File: config.mk
export PLATFORM = sky130hd
export DESIGN_NAME = fsm_core
export DESIGN_NICKNAME = d
export VERILOG_FILES = /design/src/rtl/fsm_core.sv
export SDC_FILE = /design/constraint.sdc
export NUM_CORES = 1
export LEC_CHECK = 0
export CORE_MARGIN = 4
export CORE_UTILIZATION = 51
export DETAILED_ROUTE_END_ITERATION = 10
export MAX_ROUTING_LAYER = met4
export PLACE_DENSITY = 0.79
export SLEW_MARGIN = 20
export SYNTH_ARGS = -nofsm -noshare
export SYNTH_HDL_FRONTEND = slang
export SYNTH_SLANG_ARGS = --single-unit
File: constraint.sdc
create_clock -name clk -period 2.1 [get_ports clk]
set_input_delay 0.42 -clock clk [delete_from_list [all_inputs] [get_ports clk]]
set_output_delay 0.42 -clock clk [all_outputs]
set_load 0.01 [all_outputs]
File: src/rtl/fsm_core.sv
// fsm_core: 8-state Moore controller driving a 4-bit accumulator.
// Each clock it takes a 7-bit command word {go, op[1:0], operand[3:0]}.
// Loaded values can be added, subtracted or XORed with an operand.
// The result is then compared against a target operand.
// The output is simply {state, acc}, straight from the registers.
module fsm_core #(
  parameter int input_len  = 7,
  parameter int output_len = 7
) (
  input  logic                  clk,
  input  logic                  rst,
  input  logic [input_len-1:0]  in,
  output logic [output_len-1:0] out
);

  // State codes are visible on the output, so the binary encoding is fixed.
  localparam logic [2:0] ST_IDLE  = 3'd0;
  localparam logic [2:0] ST_LOAD  = 3'd1;
  localparam logic [2:0] ST_ADD   = 3'd2;
  localparam logic [2:0] ST_SUB   = 3'd3;
  localparam logic [2:0] ST_XOR   = 3'd4;
  localparam logic [2:0] ST_OVF   = 3'd5;
  localparam logic [2:0] ST_CHECK = 3'd6;
  localparam logic [2:0] ST_DONE  = 3'd7;

  // Operation select values seen while in LOAD.
  localparam logic [1:0] OP_ADD  = 2'b00;
  localparam logic [1:0] OP_SUB  = 2'b01;
  localparam logic [1:0] OP_XOR  = 2'b10;
  localparam logic [1:0] OP_IDLE = 2'b11;

  logic [2:0] state_q, state_d;
  logic [3:0] acc_q, acc_d;

  logic       goBit;
  logic [1:0] opSel;
  logic [3:0] operand;
  logic [4:0] sumWide;
  logic [4:0] diffWide;
  logic       carryOut;
  logic       borrowOut;

  assign goBit   = in[6];
  assign opSel   = in[5:4];
  assign operand = in[3:0];

  // The add and subtract are done one bit wider so carry and borrow fall out of the top bit.
  // A borrow appears exactly when acc < operand, because the extended subtraction wraps negative.
  assign sumWide   = {1'b0, acc_q} + {1'b0, operand};
  assign diffWide  = {1'b0, acc_q} - {1'b0, operand};
  assign carryOut  = sumWide[4];
  assign borrowOut = diffWide[4];

  // Next-state and accumulator update; acc holds unless a state explicitly changes it.
  always_comb begin
    state_d = state_q;
    acc_d   = acc_q;
    case (state_q)
      ST_IDLE: begin
        if (goBit) begin
          state_d = ST_LOAD;
          acc_d   = operand;
        end
      end
      ST_LOAD: begin
        case (opSel)
          OP_ADD:  state_d = ST_ADD;
          OP_SUB:  state_d = ST_SUB;
          OP_XOR:  state_d = ST_XOR;
          OP_IDLE: state_d = ST_IDLE;
          default: state_d = ST_IDLE;
        endcase
      end
      ST_ADD: begin
        acc_d   = sumWide[3:0];
        state_d = carryOut ? ST_OVF : ST_CHECK;
      end
      ST_SUB: begin
        acc_d   = diffWide[3:0];
        state_d = borrowOut ? ST_OVF : ST_CHECK;
      end
      ST_XOR: begin
        acc_d   = acc_q ^ operand;
        state_d = ST_CHECK;
      end
      ST_OVF: begin
        if (goBit) begin
          state_d = ST_IDLE;
          acc_d   = 4'd0;
        end
      end
      ST_CHECK: begin
        state_d = (acc_q == operand) ? ST_DONE : ST_LOAD;
      end
      ST_DONE: begin
        state_d = ST_IDLE;
      end
      default: begin
        state_d = ST_IDLE;
      end
    endcase
  end

  // State and accumulator registers; reset wins over every transition.
  always_ff @(posedge clk) begin
    if (rst) begin
      state_q <= ST_IDLE;
      acc_q   <= 4'd0;
    end else begin
      state_q <= state_d;
      acc_q   <= acc_d;
    end
  end

  assign out = {state_q, acc_q};

endmodule

## After elaboration in Yosys (flattened, before gate mapping)

Index checks and enable logic that the tools add are counted.
W data, S select, Z words.

| storage, ports and cells | value |
|---|---|
| output and inout bits | 7 |
| input bits | 9 |
| flip-flop bits (word level) | 7 |

| cells by class | value |
|---|---|
| $add $sub $neg | 2 |
| reduce and logical (&&, ||, !) cells | 5 |
| bitwise logic cells | 1 |
| equal/unequal tests | 13 |
| multiplexer cells | 10 |

Operator list:

| cell | number |
|---|---|
| $pmux W3 S8 | 1 |
| $pmux W4 S5 | 1 |
| $eq A3 B3 Y1 const B | 4 |
| $pmux W3 S4 | 1 |
| $mux W3 | 3 |
| $mux W4 | 2 |
| $eq A3 B2 Y1 const B | 2 |
| $add A4 B4 Y5 | 1 |
| $reduce_bool A5 Y1 | 1 |
| $sub A4 B4 Y5 | 1 |
| $eq A2 B2 Y1 const B | 2 |
| $eq A4 B4 Y1 | 1 |
| $mux W2 | 2 |
| $ne A2 B2 Y1 const B | 2 |
| $xor A4 B4 Y4 | 1 |
| $eq A3 B1 Y1 const B | 1 |
| $logic_not A3 Y1 | 1 |
| $reduce_and A3 Y1 | 1 |
| $eq A2 B1 Y1 const B | 1 |
| $logic_not A2 Y1 | 1 |
| $reduce_and A2 Y1 | 1 |

## Longest topological paths before layout

| depth | value |
|---|---|
| depth in word-level cells | 3 |
| depth in mapped cells | 9 |
| gate-level depth less buffers | 9 |

## Least setup slack after synthesis

Ideal clock, no wire load.

| path | value |
|---|---|
| path type | register to register |
| start point | register acc_q[0] |
| end point | register acc_q[1] |
| path buffers | 0 |
| slack | 0.378 ns |
| cell stages (with the launch flop) | 8 |
| clock period less this slack | 1.722 ns |
| data arrival time | 1.601 ns |
| setup time | 0.121 ns |
| required time | 1.979 ns |
| cell sequence | dfxtp_1 inv_1 ha_1 inv_1 fa_1 a22o_1 a221oi_2 nor3_1 |

| between the ends | value |
|---|---|
| word-level cells in the longest chain between the ends | 2 |

Ends and longest elaborated chain:

| what | line | RTL |
|---|---|---|
| start, declared | 33 | `logic [3:0] acc_q, acc_d;` |
| start signal, assigned | 108 | `acc_q <= 4'd0;` |
| start signal, assigned | 111 | `acc_q <= acc_d;` |
| $sub A4 B4 Y5 / $add A4 B4 Y5 (equally long branches) | 50, 49 |  |
| $pmux W4 S5 * | 58 | `case (state_q)` |

Mark *: on every way between the ends. The rest lies on a longest branch, timed or not.
A chain may end at the register's enable or synchronous reset.

## Worst setup path in the final report

| path | value |
|---|---|
| start point | register state_q[0] |
| end point | output out[4] |

RTL lines:

| what | line | RTL |
|---|---|---|
| start, declared | 32 | `logic [2:0] state_q, state_d;` |
| start signal, assigned | 110 | `state_q <= state_d;` |
| end, declared | 13 | `output logic [output_len-1:0] out` |

No word-level cell between the ends.

==> results.json <==
{
  "rsz0062_at_grt": "false",
  "diodes": 0,
  "via_count": 858,
  "synth_top_cell_by_area": "dfxtp_1",
  "drive_above_1_share_pct": 22.2,
  "setup_viol": 0,
  "clockBufferDepth": 2,
  "first_pass_iters": 4,
  "dpl_cell_area_um2": 1030,
  "portBuffers": 15,
  "power.total_mw": 1.51,
  "syn_area_per_cell_um2": 8.31,
  "power_density_nw_per_um2": 1410,
  "worstPathRequired_ns": 1.68,
  "post-place-ws_ns": -0.229,
  "drt_iter0_drc": 26,
  "core-area_um2": 1520,
  "fin_ws_ns": 0.173,
  "synth_seq_cells": 7,
  "nets": 146,
  "drv_slew": 0,
  "wl_per_cell_um": 15.9,
  "grt_max_degree": 19,
  "viasPerCell": 6.04,
  "initial_core_util_pct": 55.1,
  "hold_viol_final": 0,
  "final.period_utilization_pct": 91.8,
  "numCtsBuffers": 3,
  "post_synth_instance_area_um2": 840,
  "synth_cells": 101,
  "start_kind": "flip-flop",
  "p_leak_nw": 0.475,
  "final_cell_count_no_fill": 142,
  "grt_use_met3_pct": 3.07,
  "fin_area_um2": 1070,
  "cp_max_fo": 12,
  "grt_use_total_pct": 20.4,
  "use_met1_pct": 25.3,
  "gr-usage-met2_pct": 31.7,
  "fin_util_pct": 70.4,
  "finalClockSkew_ns": 0.00180,
  "fp.dieArea_um2": 2360,
  "syn-num-nets": 120,
  "drc": 0,
  "path_delay_family": "buffers and inverters",
  "area_growth_pct": 27.7,
  "cts_tree": "yes",
  "period_minus_slack_ns": 1.93,
  "grt_overflow": 0,
  "worstSetupPathType": "reg2out",
  "synth_warnings": 0,
  "htreeDepth": 1,
  "insertion_delay_ns": 0.26,
  "grt_pass1_vias": 833,
  "hpwl_mm": 1.69,
  "grt_pass1_wl_mm": 3.79,
  "seq_area_frac_synth_pct": 16.7,
  "vdd_drop_max_v": 0.000748,
  "path_cells": "clkdlybuf4s50_1",
  "status": "completed",
  "gp_congestion": 0.915,
  "slowest_delay_ns": 0.65,
  "holdCritPathClass": "reg2reg",
  "clockRootBuffer": "clkbuf_4",
  "synth_area_leaders": "dfxtp_1 17%, ha_1 12%, fa_1 4.8%",
  "synth_cell_type_count": 40,
  "numClockSinks": 7,
  "fmax_ghz": 0.519,
  "pin_count": 16,
  "wl_mm": 2.26,
  "die_y_um": 48.6,
  "antenna_found_initial": 0,
  "worstSetupEndpointType": "output port",
  "arrival_ns": 1.51,
  "cts.clk_slew.worst_paths_ns": 0.06,
  "tns_ns": 0,
  "gr-max-usage-layer": "met2",
  "max-slew-margin-rel_pct": 69.3,
  "cp_slowest_cell": "clkdlybuf4s50_1",
  "worst_pin_slew_ns": 0.460,
  "antenna_left": 0,
  "rows": 14,
  "synth_top_cell_area_share_pct": 16.7,
  "dp_cells": 138,
  "cap_violations": 0,
  "crit_buf_inv": 1,
  "die_w_um": 48.6,
  "holdWs_ns": 0.550
}
==> logic make-up after synthesis <==
logic type | after synthesis | synth area share [%]
AO/OA/AOI/OAI | 38 | 33.4
AND/OR/NAND/NOR | 27 | 16.8
buffers and inverters | 15 | 11.8
adder cells (fa/ha/maj) | 10 | 16.7
flip-flops | 7 | 16.7
multiplexers | 3 | 3.58
XOR/XNOR | 1 | 1.04
==> layout make-up <==
class | instances | area (µm²)
clock buffers | 4 | 26.3
fillers | 136 | 452
inverters | 10 | 37.5
multi-input cells | 79 | 611
flip-flops and latches | 7 | 140
well taps | 16 | 20.0
repair buffers | 26 | 238
==> placed cells by master (no fill, tap or decap), drive strengths merged, types with 3 or more instances in the layout <==
cell            n
buf            11
a22oi           3
a21oi           8
ha              8
nor2b           3
a211oi          4
inv            10
dfxtp           7
mux2i           3
clkbuf          4
nand2           7
o21ai           8
clkdlybuf4s50  13
nor2           10
==> worst paths after layout <==
kind	start	to	slack (ns)	cells past startpoint
worst min register to register	acc_q[0]	acc_q[0]	0.55	2
worst min-delay path	acc_q[0]	acc_q[0]	0.55	2
worst max register to register	acc_q[0]	acc_q[1]	0.29	7
worst max-delay path	state_q[0]	out[4]	0.17	1
==> synthesized netlist by cell type, drive strengths merged <==
master,instances
nor2b,3
mux2i,3
and4,1
o211ai,2
nor3b,2
o41ai,1
a221oi,2
ha,8
nand3,1
a211oi,4
nand2b,2
a2111oi,1
o32ai,1
a21boi,1
a21o,2
buf,5
a21oi,8
a2bb2oi,1
a22o,1
fa,2
dfxtp,7
xnor2,1
a22oi,3
inv,10
o21ai,8
nor2,10
o21bai,2
nor3,1
o31ai,1
nand2,7
==> where the power goes <==
| part | switching [mW] | internal [mW] |
|---|---|---|
| Combinational | 0.589 | 0.510 |
| Clock | 0.0614 | 0.0733 |
| Sequential | 0.0828 | 0.193 |
==> routing by layer <==
metal	share of wire [%]	wire, µm	vias to the layer above
met5	0	0	-
met2	51	1140	26
met3	4.3	96	4
met1	44	983	416
li1	-	-	412
met4	1.5	34	0
==> registers in the layout, summed over array words and instances, names as in the netlist <==
| signal | count |
|---|---|
| acc_q | 4 |
| state_q | 3 |
==> what timing repair did <==
action	in CTS	in global routing
buffers inserted	0	0
endpoints found under the setup margin	0	3
hold buffers	0	0
gates resized for setup	0	6
Power figures use the tool's default switching activity.
